`src/rtl/cache_pkg.sv`:
```
// Shared types and defaults for the two-way set-associative data cache.
package cache_pkg;
   localparam int CL_DATA_W     = 32;
   localparam int CL_ADDR_W     = 32;
   localparam int CL_SETS       = 8;
   localparam int CL_INDEX_BITS = $clog2(CL_SETS);
   localparam int CL_TAG_BITS   = CL_ADDR_W - CL_INDEX_BITS - 2;
   localparam int WAYS          = 2;

   // One cache line at the default geometry.
   typedef struct packed {
      logic                   valid;
      logic                   dirty;
      logic [CL_TAG_BITS-1:0] tag;
      logic [CL_DATA_W-1:0]   data;
   } cache_line_t;

   typedef enum logic [1:0] {
      IDLE      = 2'd0,
      WRITEBACK = 2'd1,
      REFILL    = 2'd2
   } cache_state_t;
endpackage

```
`src/rtl/cache_way.sv`:
```
// One way of the cache: line array with a combinational read port and a
// single synchronous write port. Only valid/dirty are reset.
module cache_way #(
   parameter  int DATA_WIDTH = 32,
   parameter  int TAG_BITS   = 27,
   parameter  int SETS       = 8,
   localparam int INDEX_BITS = $clog2(SETS)
) (
   input  logic                  clk,
   input  logic                  rst,
   input  logic [INDEX_BITS-1:0] i_rd_idx,
   output logic                  o_valid,
   output logic                  o_dirty,
   output logic [TAG_BITS-1:0]   o_tag,
   output logic [DATA_WIDTH-1:0] o_data,
   input  logic                  i_we,
   input  logic [INDEX_BITS-1:0] i_wr_idx,
   input  logic                  i_valid,
   input  logic                  i_dirty,
   input  logic [TAG_BITS-1:0]   i_tag,
   input  logic [DATA_WIDTH-1:0] i_data
);
   logic [SETS-1:0]       r_valid;
   logic [SETS-1:0]       r_dirty;
   logic [TAG_BITS-1:0]   r_tag  [SETS];
   logic [DATA_WIDTH-1:0] r_data [SETS];

   assign o_valid = r_valid[i_rd_idx];
   assign o_dirty = r_dirty[i_rd_idx];
   assign o_tag   = r_tag[i_rd_idx];
   assign o_data  = r_data[i_rd_idx];

   // status bits: cleared on reset, written with the line
   always_ff @(posedge clk) begin
      if (rst) begin
         r_valid <= '0;
         r_dirty <= '0;
      end else if (i_we) begin
         r_valid[i_wr_idx] <= i_valid;
         r_dirty[i_wr_idx] <= i_dirty;
      end
   end

   // payload: meaningless until valid is set, so no reset
   always_ff @(posedge clk) begin
      if (i_we) begin
         r_tag[i_wr_idx]  <= i_tag;
         r_data[i_wr_idx] <= i_data;
      end
   end
endmodule

```
`src/rtl/set_assoc_cache.sv`:
```
// Two-way set-associative write-back/write-allocate cache, one word per line.
// Misses stall the CPU while the FSM writes back a dirty victim and refills.
module set_assoc_cache
   import cache_pkg::*;
#(
   parameter int DATA_WIDTH = 32,
   parameter int ADDR_WIDTH = 32,
   parameter int SETS       = 8
) (
   input  logic                  clk,
   input  logic                  rst,
   input  logic                  cpu_req,
   input  logic                  cpu_we,
   input  logic [ADDR_WIDTH-1:0] cpu_addr,
   input  logic [DATA_WIDTH-1:0] cpu_wdata,
   output logic [DATA_WIDTH-1:0] cpu_rdata,
   output logic                  cpu_stall,
   output logic                  mem_req,
   output logic                  mem_we,
   output logic [ADDR_WIDTH-1:0] mem_addr,
   output logic [DATA_WIDTH-1:0] mem_wdata,
   input  logic [DATA_WIDTH-1:0] mem_rdata,
   input  logic                  mem_ready
);
   localparam int INDEX_BITS = $clog2(SETS);
   localparam int TAG_BITS   = ADDR_WIDTH - INDEX_BITS - 2;

   logic [INDEX_BITS-1:0]            w_idx;
   logic [TAG_BITS-1:0]              w_tag_in;
   logic                             w_unused;
   logic [WAYS-1:0]                  w_valid, w_dirty, w_hit_vec, w_we;
   logic [WAYS-1:0][TAG_BITS-1:0]    w_tag;
   logic [WAYS-1:0][DATA_WIDTH-1:0]  w_data;
   logic                             w_hit, w_hit_way, w_victim;
   logic                             w_wr_dirty;
   logic [DATA_WIDTH-1:0]            w_wr_data;

   cache_state_t                     r_state;
   logic [SETS-1:0]                  r_lru;
   logic                             r_victim;
   logic                             r_mem_req, r_mem_we;
   logic [ADDR_WIDTH-1:0]            r_mem_addr;
   logic [DATA_WIDTH-1:0]            r_mem_wdata;

   assign w_idx     = cpu_addr[INDEX_BITS+1:2];
   assign w_tag_in  = cpu_addr[ADDR_WIDTH-1:INDEX_BITS+2];
   assign w_unused  = ^cpu_addr[1:0];

   for (genvar g = 0; g < WAYS; g++) begin : g_way
      cache_way #(.DATA_WIDTH(DATA_WIDTH), .TAG_BITS(TAG_BITS), .SETS(SETS)) u_way (
         .clk      (clk),
         .rst      (rst),
         .i_rd_idx (w_idx),
         .o_valid  (w_valid[g]),
         .o_dirty  (w_dirty[g]),
         .o_tag    (w_tag[g]),
         .o_data   (w_data[g]),
         .i_we     (w_we[g]),
         .i_wr_idx (w_idx),
         .i_valid  (1'b1),
         .i_dirty  (w_wr_dirty),
         .i_tag    (w_tag_in),
         .i_data   (w_wr_data)
      );
      assign w_hit_vec[g] = w_valid[g] & (w_tag[g] == w_tag_in);
   end

   assign w_hit     = |w_hit_vec;
   assign w_hit_way = w_hit_vec[1];
   assign cpu_stall = (r_state != IDLE) | (cpu_req & ~w_hit);

   assign mem_req   = r_mem_req;
   assign mem_we    = r_mem_we;
   assign mem_addr  = r_mem_addr;
   assign mem_wdata = r_mem_wdata;

   // hit data mux; zero when nothing matches
   always_comb begin
      cpu_rdata = '0;
      for (int w = 0; w < WAYS; w++)
         if (w_hit_vec[w]) cpu_rdata = w_data[w];
   end

   // victim: first invalid way, else the set's LRU way
   always_comb begin
      if (!w_valid[0])      w_victim = 1'b0;
      else if (!w_valid[1]) w_victim = 1'b1;
      else                  w_victim = r_lru[w_idx];
   end

   // array write port: refill completion or store hit, never both; reset blocks writes
   always_comb begin
      w_we       = '0;
      w_wr_dirty = 1'b0;
      w_wr_data  = mem_rdata;
      if (!rst) begin
         if (r_state == REFILL && mem_ready) begin
            w_we[r_victim] = 1'b1;
         end else if (r_state == IDLE && cpu_req && w_hit && cpu_we) begin
            w_we[w_hit_way] = 1'b1;
            w_wr_dirty      = 1'b1;
            w_wr_data       = cpu_wdata;
         end
      end
   end

   // miss-handling FSM with registered memory-side outputs and LRU update
   always_ff @(posedge clk) begin
      if (rst) begin
         r_state     <= IDLE;
         r_lru       <= '0;
         r_victim    <= 1'b0;
         r_mem_req   <= 1'b0;
         r_mem_we    <= 1'b0;
         r_mem_addr  <= '0;
         r_mem_wdata <= '0;
      end else begin
         case (r_state)
            IDLE: if (cpu_req) begin
               if (w_hit) begin
                  r_lru[w_idx] <= ~w_hit_way;
               end else begin
                  r_victim  <= w_victim;
                  r_mem_req <= 1'b1;
                  if (w_valid[w_victim] && w_dirty[w_victim]) begin
                     r_state     <= WRITEBACK;
                     r_mem_we    <= 1'b1;
                     r_mem_addr  <= {w_tag[w_victim], w_idx, 2'b00};
                     r_mem_wdata <= w_data[w_victim];
                  end else begin
                     r_state     <= REFILL;
                     r_mem_we    <= 1'b0;
                     r_mem_addr  <= {w_tag_in, w_idx, 2'b00};
                     r_mem_wdata <= '0;
                  end
               end
            end
            WRITEBACK: if (mem_ready) begin
               r_state     <= REFILL;
               r_mem_we    <= 1'b0;
               r_mem_addr  <= {w_tag_in, w_idx, 2'b00};
               r_mem_wdata <= '0;
            end
            REFILL: if (mem_ready) begin
               r_lru[w_idx] <= ~r_victim;
               r_state      <= IDLE;
               r_mem_req    <= 1'b0;
               r_mem_addr   <= '0;
            end
            default: r_state <= IDLE;
         endcase
      end
   end
endmodule
```
`config.mk`:
```
export PLATFORM = sky130hd
export DESIGN_NAME = set_assoc_cache
export DESIGN_NICKNAME = d
export VERILOG_FILES = /design/src/rtl/cache_pkg.sv /design/src/rtl/cache_way.sv /design/src/rtl/set_assoc_cache.sv
export SDC_FILE = /design/constraint.sdc
export NUM_CORES = 1
export LEC_CHECK = 0
export ABC_AREA = 1
export BUFFER_PORTS_ARGS = -buffer_cell sky130_fd_sc_hd__buf_2
export CAP_MARGIN = 20
export CORE_UTILIZATION = 25
export DETAILED_ROUTE_END_ITERATION = 10
export PLACE_DENSITY_LB_ADDON = 0.25
export RECOVER_POWER = 100
export SLEW_MARGIN = 0
export SYNTH_ARGS = -nofsm -noshare
export SYNTH_HDL_FRONTEND = slang
export SYNTH_HIERARCHICAL = 1
export SYNTH_SLANG_ARGS = --single-unit
```
`constraint.sdc`:
```
create_clock -name clk -period 8 [get_ports clk]
set_clock_uncertainty 0.1 [all_clocks]
set_input_delay 1.6 -clock clk [delete_from_list [all_inputs] [get_ports clk]]
set_output_delay 1.6 -clock clk [all_outputs]
set_load 0.02 [all_outputs]
```
Word level (Yosys, flattened, before mapping) --
Memories as Yosys holds them, arrays and structs flattened. Index checks and enable logic that the tools add are counted.
Storage, ports and cells: register bits 109, RAM bits 944, input port bits 101, output and inout port bits 99, word-level logic and storage cells 133, memories 4
Cells by class: order comparisons 7, equality and inequality tests 9, mux-type cells 73, bitwise operators 9, reduce and logical (&&, ||, !) cells 20
Memory list:
- g_way[0].u_way.r_data | depth 8, bits a word 32, rd ports 1, clocked after Yosys merged registers in 0, wr ports 1, line cache_way.sv:26 | logic [DATA_WIDTH-1:0] r_data [SETS];
- g_way[1].u_way.r_data | depth 8, bits a word 32, rd ports 1, clocked after Yosys merged registers in 0, wr ports 1, line cache_way.sv:26
- g_way[0].u_way.r_tag | depth 8, bits a word 27, rd ports 1, clocked after Yosys merged registers in 0, wr ports 1, line cache_way.sv:25 | logic [TAG_BITS-1:0] r_tag [SETS];
- g_way[1].u_way.r_tag | depth 8, bits a word 27, rd ports 1, clocked after Yosys merged registers in 0, wr ports 1, line cache_way.sv:25
Operators by type and width (count):
- 32-bit 2-to-1 mux | 15
- 32-bit case mux with 3 select lines | 1
- 32-bit case mux with 2 select lines | 1
- 27-bit == test | 2
- 27-bit 2-to-1 mux | 2
- 8-bit bitwise mux | 4
- 1-bit 2-to-1 mux | 27
- 8-bit 2-to-1 mux | 3
- 2-bit 2-to-1 mux | 8
- 8-bit OR | 2
- 8-bit case mux with 2 select lines | 1
- 4-bit AND reduction | 4
- 1-bit binary-select mux with 3-bit select | 5
- 2-bit != test, second input constant | 5
- 1-bit logical AND | 8
- 1-bit by 2-bit < comparator with 1-bit output, second input constant | 3
- 2-bit case mux with 3 select lines | 1
- 2-bit nonzero test | 3
- 5-bit AND reduction | 1
- 3-bit by 4-bit < comparator with 1-bit output, second input constant | 1
- 1-bit case mux with 2 select lines | 2
- 1-bit AND | 3
- 1-bit demux with 3-bit select | 1
- 3-bit by 1-bit greater-or-equal comparator with 1-bit output, second input constant | 1
- 10 further kinds | 14

Depth between registers and ports, before layout --
Gate-level depths: netlist of the first run.
depth after elaboration 12, mapped depth 27, depth with buffers taken out 25

Cells and area by module --
Netlist of the first run, hierarchy kept.
By module, submodules not included:
- cache_way | times used 2, cells an instance 2186, area an instance 21297.9 um2, seq. area each 14493.9 um2
- set_assoc_cache | times used 1, cells an instance 1413, area an instance 7390.8 um2, seq. area each 1501.4 um2

Least setup slack after synthesis of the first run --
OpenSTA, ideal clock, no wires.
path kind input to register, from input port cpu_addr[3], to register g_way[1].u_way.r_dirty[7], arrival time 6.669 ns, path slack 1.108 ns, cell stages on the path 25, path buffers 5, cells stage by stage buf_2 -> inv_2 -> buf_2 -> buf_2 -> nand3_1 -> nand2_1 -> nand2_1 -> nand2_1 -> inv_1 -> nand2_1 -> nand2_1 -> nor3_1 -> nand3_1 -> nor2_1 -> nand2_1 -> inv_1 -> buf_2 -> buf_2 -> nand2_1 -> a21oi_1 -> nand2_1 -> nor2_1 -> inv_1 -> nor2_1 -> nor2_1
RTL lines:
- start, declared | line set_assoc_cache.sv:14 | input logic [ADDR_WIDTH-1:0] cpu_addr,
- end signal, assigned by index | line cache_way.sv:40 | r_dirty[i_wr_idx] <= i_dirty;
- end, declared | line cache_way.sv:24 | logic [SETS-1:0] r_dirty;

Worst setup path in the final report of the first run --
from input port cpu_addr[2], to register r_mem_wdata[1], in the netlist mem_wdata[1]
Between the ends: longest elaborated chain between the ends 11
RTL lines:
- 1-bit binary-select mux with 3-bit select (*) | line cache_way.sv:28 | assign o_valid = r_valid[i_rd_idx];
- 1-bit 2-to-1 mux (implied by the code) (*) | line cache_way.sv:28
- net w_valid[1] | line set_assoc_cache.sv:31 | logic [WAYS-1:0] w_valid, w_dirty, w_hit_vec, w_we;
- 1-bit 2-to-1 mux | line set_assoc_cache.sv:87 | else if (!w_valid[1]) w_victim = 1'b1;
- 1-bit 2-to-1 mux | line set_assoc_cache.sv:86 | if (!w_valid[0]) w_victim = 1'b0;
- 1-bit 2-to-1 mux (implied by the code) (2 in a row) | line set_assoc_cache.sv:125 | if (w_valid[w_victim] && w_dirty[w_victim]) begin
- 1-bit logical AND | line set_assoc_cache.sv:125
- 32-bit 2-to-1 mux | line set_assoc_cache.sv:125
- 32-bit 2-to-1 mux | line set_assoc_cache.sv:120 | if (w_hit) begin
- 32-bit 2-to-1 mux | line set_assoc_cache.sv:119 | IDLE: if (cpu_req) begin
- 32-bit case mux with 2 select lines | line set_assoc_cache.sv:118 | case (r_state)
- end signal, assigned | line set_assoc_cache.sv:129 | r_mem_wdata <= w_data[w_victim];
- end, declared | line set_assoc_cache.sv:43 | logic [DATA_WIDTH-1:0] r_mem_wdata;
Mark *: on every way through the listed nets, which the timed path passes. The rest lies on a longest branch. The select of a mux whose other input is x is not followed. A chain may end at the register's enable or synchronous reset.

==> results of run 1 <==
[cell type report]
cell class	count	area (um^2)
antenna	5	12.51
clock buffer	156	3166
clock inverter	67	685.7
fill	20840	140400
inverter	1187	4507
multi-input combinational	3298	13730
sequential	1051	30490
tap	2640	3303
timing repair buffer	305	1687
[cells in the final DEF (no fill, tap or decap), drive strengths merged, types with 4 or more instances in the layout]
cell and n:
clkinv 52, nor2 279, buf 134, nand2 2212
xnor2 11, dfxtp 107, a21oi 68, nand3 517
clkinvlp 19, o21ai 98, inv 1173, clkbuf 324
a211oi 32, nand4 48, ha 4, diode 5
bufinv 10, conb 18, edfxtp 944
[worst reg2reg max path, delay by kind of cell, from the launching register on]
family,cells,cell delay (ns)
AOI/OAI and AO/OA,1,0.41
xor gates and xnor gates,1,0.38
buffers and inverters,4,2.11
DFF,1,0.36
and+or+nand+nor,16,1.91
[routing by layer]
layer | global-route usage | up-vias
li1 | - | 18240
met1 | 0.1964 | 17440
met2 | 0.2609 | 693
met3 | 0.01942 | 220
met4 | 0.05039 | 4
met5 | 0 | -
[synth_stat cells, drive strengths merged]
cell,number
nand3,517
xor2,1
a211oi,32
o21ai,98
a21oi,68
nor2b,1
nand2,2212
ha,4
clkinv,4
edfxtp,944
and2,1
xnor2,11
nor3,3
inv,1183
nand4,48
nand3b,2
or2,3
buf,178
nor2,279
conb,2
clkbuf,87
dfxtp,107
[where the power goes]
group / internal (mW) / switching, mW / leakage, nW
combinational: 0.285 / 0.855 / 14.6
sequential: 6.04 / 0.0190 / 9.36
clock: 3.11 / 2.34 / 1.87
[metrics by stage]
stage | worst slack [ns] | power [mW] | cell area [um^2] | hold slack (ns)
after detailed placement | 0.7116 | 7.345 | 54310 | 0.3565
after CTS | 0.6923 | 12.83 | 58160 | 0.3656
after floorplan | 1.108 | 6.875 | 50050 | 0.3550
after global routing | 0.3098 | 13.13 | 57580 | 0.3852
after global placement | 0.7325 | 7.341 | 54310 | 0.3530
final | 0.7230 | 12.65 | 57580 | 0.3617
[kinds of logic after synthesis]
kind of cell    synth area share
flops                     0.6099
compound gates           0.02278
simple gates              0.2475
xor+xnor                0.002103
other cells            0.0001502
fa+ha+maj               0.001001
buf+inv                   0.1166
[path summary, 6_finish.rpt]
check / end / slack, ns / cells after the start
setup / recovery: mem_wdata[1]$_SDFFE_PP0P_ / 0.72 / 20
hold / removal: mem_addr[3]$_SDFFE_PP0P_ / 0.36 / 2
setup reg to reg: g_way[1].u_way/r_tag[4][11]$_DFFE_PP_ / 2.30 / 22
hold reg to reg: mem_addr[3]$_SDFFE_PP0P_ / 0.36 / 2
[sequential cells by signal (all words and copies together), names as in the netlist, 2 cells and up]
register	count
g_way.u_way/r_data	512
g_way.u_way/r_tag	432
mem_wdata	32
mem_addr	30
g_way.u_way/r_dirty	16
g_way.u_way/r_valid	16
r_lru	8
r_state	2
==> out/results.md, run 1 <==
- via count of the first global-routing pass: 34500
- top area cells in the synthesized netlist: sky130_fd_sc_hd__edfxtp_1, sky130_fd_sc_hd__nand2_1, sky130_fd_sc_hd__inv_1
- area growth from synthesis to layout: 15.20%
- number of antenna-violating nets in the routed design: 0
- global placement routability congestion: 0.8784
- number of clock buffers inserted by TritonCTS: 118
- distinct cell type count of the synthesized netlist: 38
- failing checks: max-capacitance violations, max-slew violations
- type of element capturing the critical path: register
- outcome: finished with violations
- total power divided by cell area: 219.6 nW/um^2
- class of the most critical setup path: in2reg
- Die Outline Area: 201700 um^2
- overall track demand over capacity in global routing: 0.1520
- maximum operating frequency: 137.4 MHz
- critical-path maximum fanout: 60
- most used cell, CP: sky130_fd_sc_hd__nand2_1
- Placeable Area: 198000 um^2
- worst stage delay on the critical path: 1.49 ns
- number of standard cells after synthesis: 5785
- arrival time of the worst setup path: 7.79 ns
- CP cell instances: buf_8 -> buf_4 -> nand2_1 -> nand3_1 -> nand2_1 -> nand2_1 -> nand2_1 -> clkbuf_1 -> nand2_1 -> nor2_1 -> nand3_1 -> nor2_1 -> nand2_1 -> nand2_1 -> nand2_4 -> clkbuf_1 -> nand3_2 -> clkbuf_2 -> nand2_1 -> a21oi_2
- total of endpoints with negative setup slack in the final report: 0
- final cell utilization of the core: 0.2908
- highest routed metal layer: met5
- maximum clock path buffer count: 3
- Final Slew Violations: 505
- non-filler cells in the finished layout: 8709
- wirelength, routed: 155800 um
- total DRC errors in the routed layout: 0
- final worst path period share: 0.9096
- top cell type by total area after synthesis: sky130_fd_sc_hd__edfxtp_1
- number of failing hold endpoints at the final stage: 0
- Total Negative Setup Slacks: 0 ns
- Resized cells post-CTS: 0
- post-layout net count: 6066
- width of the die: 449.2 um
- overall via count from detail_route: 36600
- port buffer count: 195
- CP Data Required Time: 8.51 ns
- Root Buffer: sky130_fd_sc_hd__clkbuf_16
- hold path start: mem_addr[3]$_SDFFE_PP0P_
- sequential-to-total area share from yosys stat: 0.6099
- count of yosys warnings during synthesis: 6
- Avg Synthesized Cell Area: 8.641 um^2
- share of the synthesized area in the top cell type: 0.5671
- initial DRC count: 2483
- startpoint type of the worst setup path: input pin
- number of detailed-route iterations in the first pass: 5
- initial cell density of the core: 0.2524
- total length of routed met3 wires: 5577 um
- pin count of the biggest net entering global routing: 135
- leakage power: 25.82 nW
- global-route wire length before repair: 229900 um
- clock slew at the register clock pins of the worst setup and hold paths: 0.06 ns
- routed len/inst: 17.88 um
- buffers inserted during post-CTS setup optimization: 0
- CTS tree: built
- I/O pins: 200
- Buf/Inv on CP: 5
- routed metal-1 wire length: 69630 um
- share of layout cells above drive strength 1: 0.06316
- unrepaired setup endpoints after global routing: no
- class of the worst hold path: reg2reg
- number of flip-flops and latches in the synthesized netlist: 1051
- start point of the critical path: cpu_addr[2]
- final critical-path required period: 7.277 ns
- via/cell ratio: 4.202
- H-tree depth: 3
- VDD IR max: 188.0 uV
- worst r2r src: g_way[1].u_way/r_tag[3][26]$_DFFE_PP_
- final global-route overflow total: 0
- max-capacitance violation count: 19
- Inst Count DP: 8480
- Cell Area, Synth: 49990 um^2
- HPWL after detailed placement: 94320 um
- initial antenna violation count: 16
- clock sink count: 1051
- critical path's slowest cell: sky130_fd_sc_hd__clkbuf_1
- number of buffers inserted for hold repair after clock tree synthesis: 0
- die span in y: 449.2 um
- worst-skew pair later-pin latency: 0.77 ns
- Largest delay share family, worst path: buffers and inverters
- Worst Max-Slew Pin Slew: 3.184 ns
- headroom to the max-slew limit: -1.128
- met2 wirelength from detailed routing: 75540 um
- total number of placement rows: 163
(Power assumes the default switching activity.)
==> run 2, diff against run 1 <==
--- a/config.mk
+++ b/config.mk
@@ -5,7 +5,6 @@
 export SDC_FILE = /design/constraint.sdc
 export NUM_CORES = 1
 export LEC_CHECK = 0
-export ABC_AREA = 1
 export BUFFER_PORTS_ARGS = -buffer_cell sky130_fd_sc_hd__buf_2
 export CAP_MARGIN = 20
 export CORE_UTILIZATION = 25
==> out/results.md, run 2 <==
- met2 wirelength from detailed routing: 65440 um
- CP Data Required Time: 6.30 ns
- Placeable Area: 171700 um^2
- H-tree depth: 3
- final cell utilization of the core: 0.2925
- VDD IR max: 186.3 uV
- worst-skew pair later-pin latency: 0.72 ns
- pin count of the biggest net entering global routing: 92
- Root Buffer: sky130_fd_sc_hd__clkbuf_16
- minimum setup slack in the final design: 0.4793 ns
- failing checks: max-capacitance violations, max-slew violations
- clock slew at the register clock pins of the worst setup and hold paths: 0.06 ns
- Inst Count DP: 4669
- most frequent cells in the layout: sky130_fd_sc_hd__edfxtp_1, sky130_fd_sc_hd__mux4_2, sky130_fd_sc_hd__clkbuf_1, sky130_fd_sc_hd__mux2_2, sky130_fd_sc_hd__clkbuf_16
- final global-route overflow total: 0
- port buffer count: 195
- number of antenna-violating nets in the routed design: 0
- Resized cells post-CTS: 0
- Worst Max-Slew Pin Slew: 2.383 ns
- number of detailed-route iterations in the first pass: 5
- Avg Synthesized Cell Area: 19.39 um^2
- number of standard cells after synthesis: 2232
- sequential-to-total area share from yosys stat: 0.7045
- width of the die: 418.1 um
- Power, Total: 11.78 mW
- unrepaired setup endpoints after global routing: no
- number of clock buffers inserted by TritonCTS: 109
- total DRC errors in the routed layout: 0
- top cell type by total area after synthesis: sky130_fd_sc_hd__edfxtp_1
- setup slack after placement: 0.6191 ns
- most frequent standard cell in the layout excluding fill and tap cells: sky130_fd_sc_hd__edfxtp_1
- Reg with most FFs: g_way.u_way/r_data
- overall track demand over capacity in global routing: 0.1427
- Total Negative Setup Slacks: 0 ns
- initial cell density of the core: 0.2520
- class of the worst hold path: reg2reg
- HPWL after detailed placement: 74580 um
- via count of the first global-routing pass: 23790
- startpoint type of the worst setup path: input pin
- initial DRC count: 1649
- die span in y: 418.1 um
- I/O pins: 200
- number of flops mapped to enable cells by yosys: 944
- wirelength, routed: 125300 um
- top area cells in the synthesized netlist: sky130_fd_sc_hd__edfxtp_1, sky130_fd_sc_hd__mux4_2, sky130_fd_sc_hd__mux2_2
- global placement routability congestion: 0.7574
- via/cell ratio: 4.651
- Async SR Flop Fraction: 0
- clock sink count: 1051
- maximum clock path buffer count: 3
- overall via count from detail_route: 22670
- count of yosys warnings during synthesis: 6
- most common cell in the netlist: sky130_fd_sc_hd__edfxtp_1
- outcome: finished with violations
- global-route wire length before repair: 178000 um
- max-capacitance violation count: 13
- total of endpoints with negative setup slack in the final report: 0
- share of layout cells above drive strength 1: 0.2907
- area after detailed placement: 47450 um^2
- routed len/inst: 25.71 um
- distinct cell type count of the synthesized netlist: 60
- arrival time of the worst setup path: 5.82 ns
- CTS tree: built
- flip-flop count of the largest register, all copies and words added: 512
- initial antenna violation count: 13
- Post-synth top cells: sky130_fd_sc_hd__edfxtp_1, sky130_fd_sc_hd__mux4_2, sky130_fd_sc_hd__mux2_2
- top flip-flop cell by instance count after synthesis: sky130_fd_sc_hd__edfxtp_1
- number of flip-flops and latches in the synthesized netlist: 1051
- share of the synthesized area in the top cell type: 0.6550
- critical-path maximum fanout: 73
- area growth from synthesis to layout: 16.07%
- total power divided by cell area: 234.5 nW/um^2
- type of element capturing the critical path: output port
- class of the most critical setup path: in2out
- Finished Cell Area: 50230 um^2
- Die Outline Area: 174800 um^2
- routed metal-1 wire length: 51910 um
- Hold WS: 0.3621 ns
- non-filler cells in the finished layout: 4874
- maximum operating frequency: 133.0 MHz
- post-layout net count: 2575
- headroom to the max-slew limit: -0.5890
- Final Slew Violations: 350
- leakage power: 15.45 nW
- number of buffers inserted for hold repair after clock tree synthesis: 0
- number of failing hold endpoints at the final stage: 0
- final critical-path required period: 7.521 ns
- final worst path period share: 0.9401
- total number of placement rows: 152
- total length of routed met3 wires: 5113 um
- buffers inserted during post-CTS setup optimization: 0
- Cell Area, Synth: 43280 um^2
- highest routed metal layer: met5
[run 2: cell count changes after synthesis, moves of 103 or more]
cell | previous run | this run
sky130_fd_sc_hd__buf_2 | 133 | 30
sky130_fd_sc_hd__inv_1 | 1177 | 14
sky130_fd_sc_hd__mux2_2 | 0 | 192
sky130_fd_sc_hd__mux4_2 | 0 | 244
sky130_fd_sc_hd__nand2_1 | 2202 | 86
sky130_fd_sc_hd__nand3_1 | 513 | 48
sky130_fd_sc_hd__nor2_1 | 277 | 62
[run 2: kinds of logic after synthesis]
group / after synthesis / share of synthesized area
xor gates and xnor gates: 54 / 0.01093
muxes: 528 / 0.2013
and+or+nand+nor: 306 / 0.03660
AOI/OAI and AO/OA: 122 / 0.02573
adders and majority gates: 4 / 0.001156
other: 2 / 0.0001735
buffers and inverters: 165 / 0.01957
DFF: 1051 / 0.7045
[run 2: critical path, stage by stage]
cell and delay [ns]:
sky130_fd_sc_hd__buf_8 0.49, sky130_fd_sc_hd__buf_4 0.67, sky130_fd_sc_hd__mux4_2 0.59, sky130_fd_sc_hd__mux2_1 0.47, sky130_fd_sc_hd__nand4_1 0.15, sky130_fd_sc_hd__nor4_1 0.06
sky130_fd_sc_hd__and4_2 0.45, sky130_fd_sc_hd__nor2b_1 0.29, sky130_fd_sc_hd__buf_12 0.29, sky130_fd_sc_hd__a22o_1 0.32, sky130_fd_sc_hd__clkbuf_1 0.27
[run 2: final cells by class]
cell class	instances	area [um^2]
Antenna cell	1	2.502
Clock buffer	154	3062
Clock inverter	50	419.2
Fill cell	16850	121500
Inverter	14	62.56
Multi-Input combinational cell	1018	11880
Sequential cell	1051	30490
Tap cell	2310	2890
Timing Repair Buffer	276	1428
[run 2: worst paths after layout]
kind	startpoint	endpoint	slack, ns	depth (start not counted)
hold / removal	mem_addr[3]$_SDFFE_PP0P_	mem_addr[3]$_SDFFE_PP0P_	0.36	2
hold reg to reg	mem_addr[3]$_SDFFE_PP0P_	mem_addr[3]$_SDFFE_PP0P_	0.36	2
setup / recovery	cpu_addr[4]	cpu_rdata[27]	0.48	11
setup reg to reg	g_way[1].u_way/r_tag[7][19]$_DFFE_PP_	g_way[1].u_way/r_data[2][14]$_DFFE_PP_	2.02	11
[run 2: report_power, final]
part           total (mW)  switching [mW]  internal (mW)
sequential           6.03          0.0157           6.02
combinational       0.771           0.487          0.283
clock                4.98            2.13           2.85
[run 2: metal layers]
metal,GRT usage,vias to the layer above
met3,0.01992,175
met5,0,-
li1,-,9697
met1,0.1794,12160
met4,0.03427,6
met2,0.2565,630
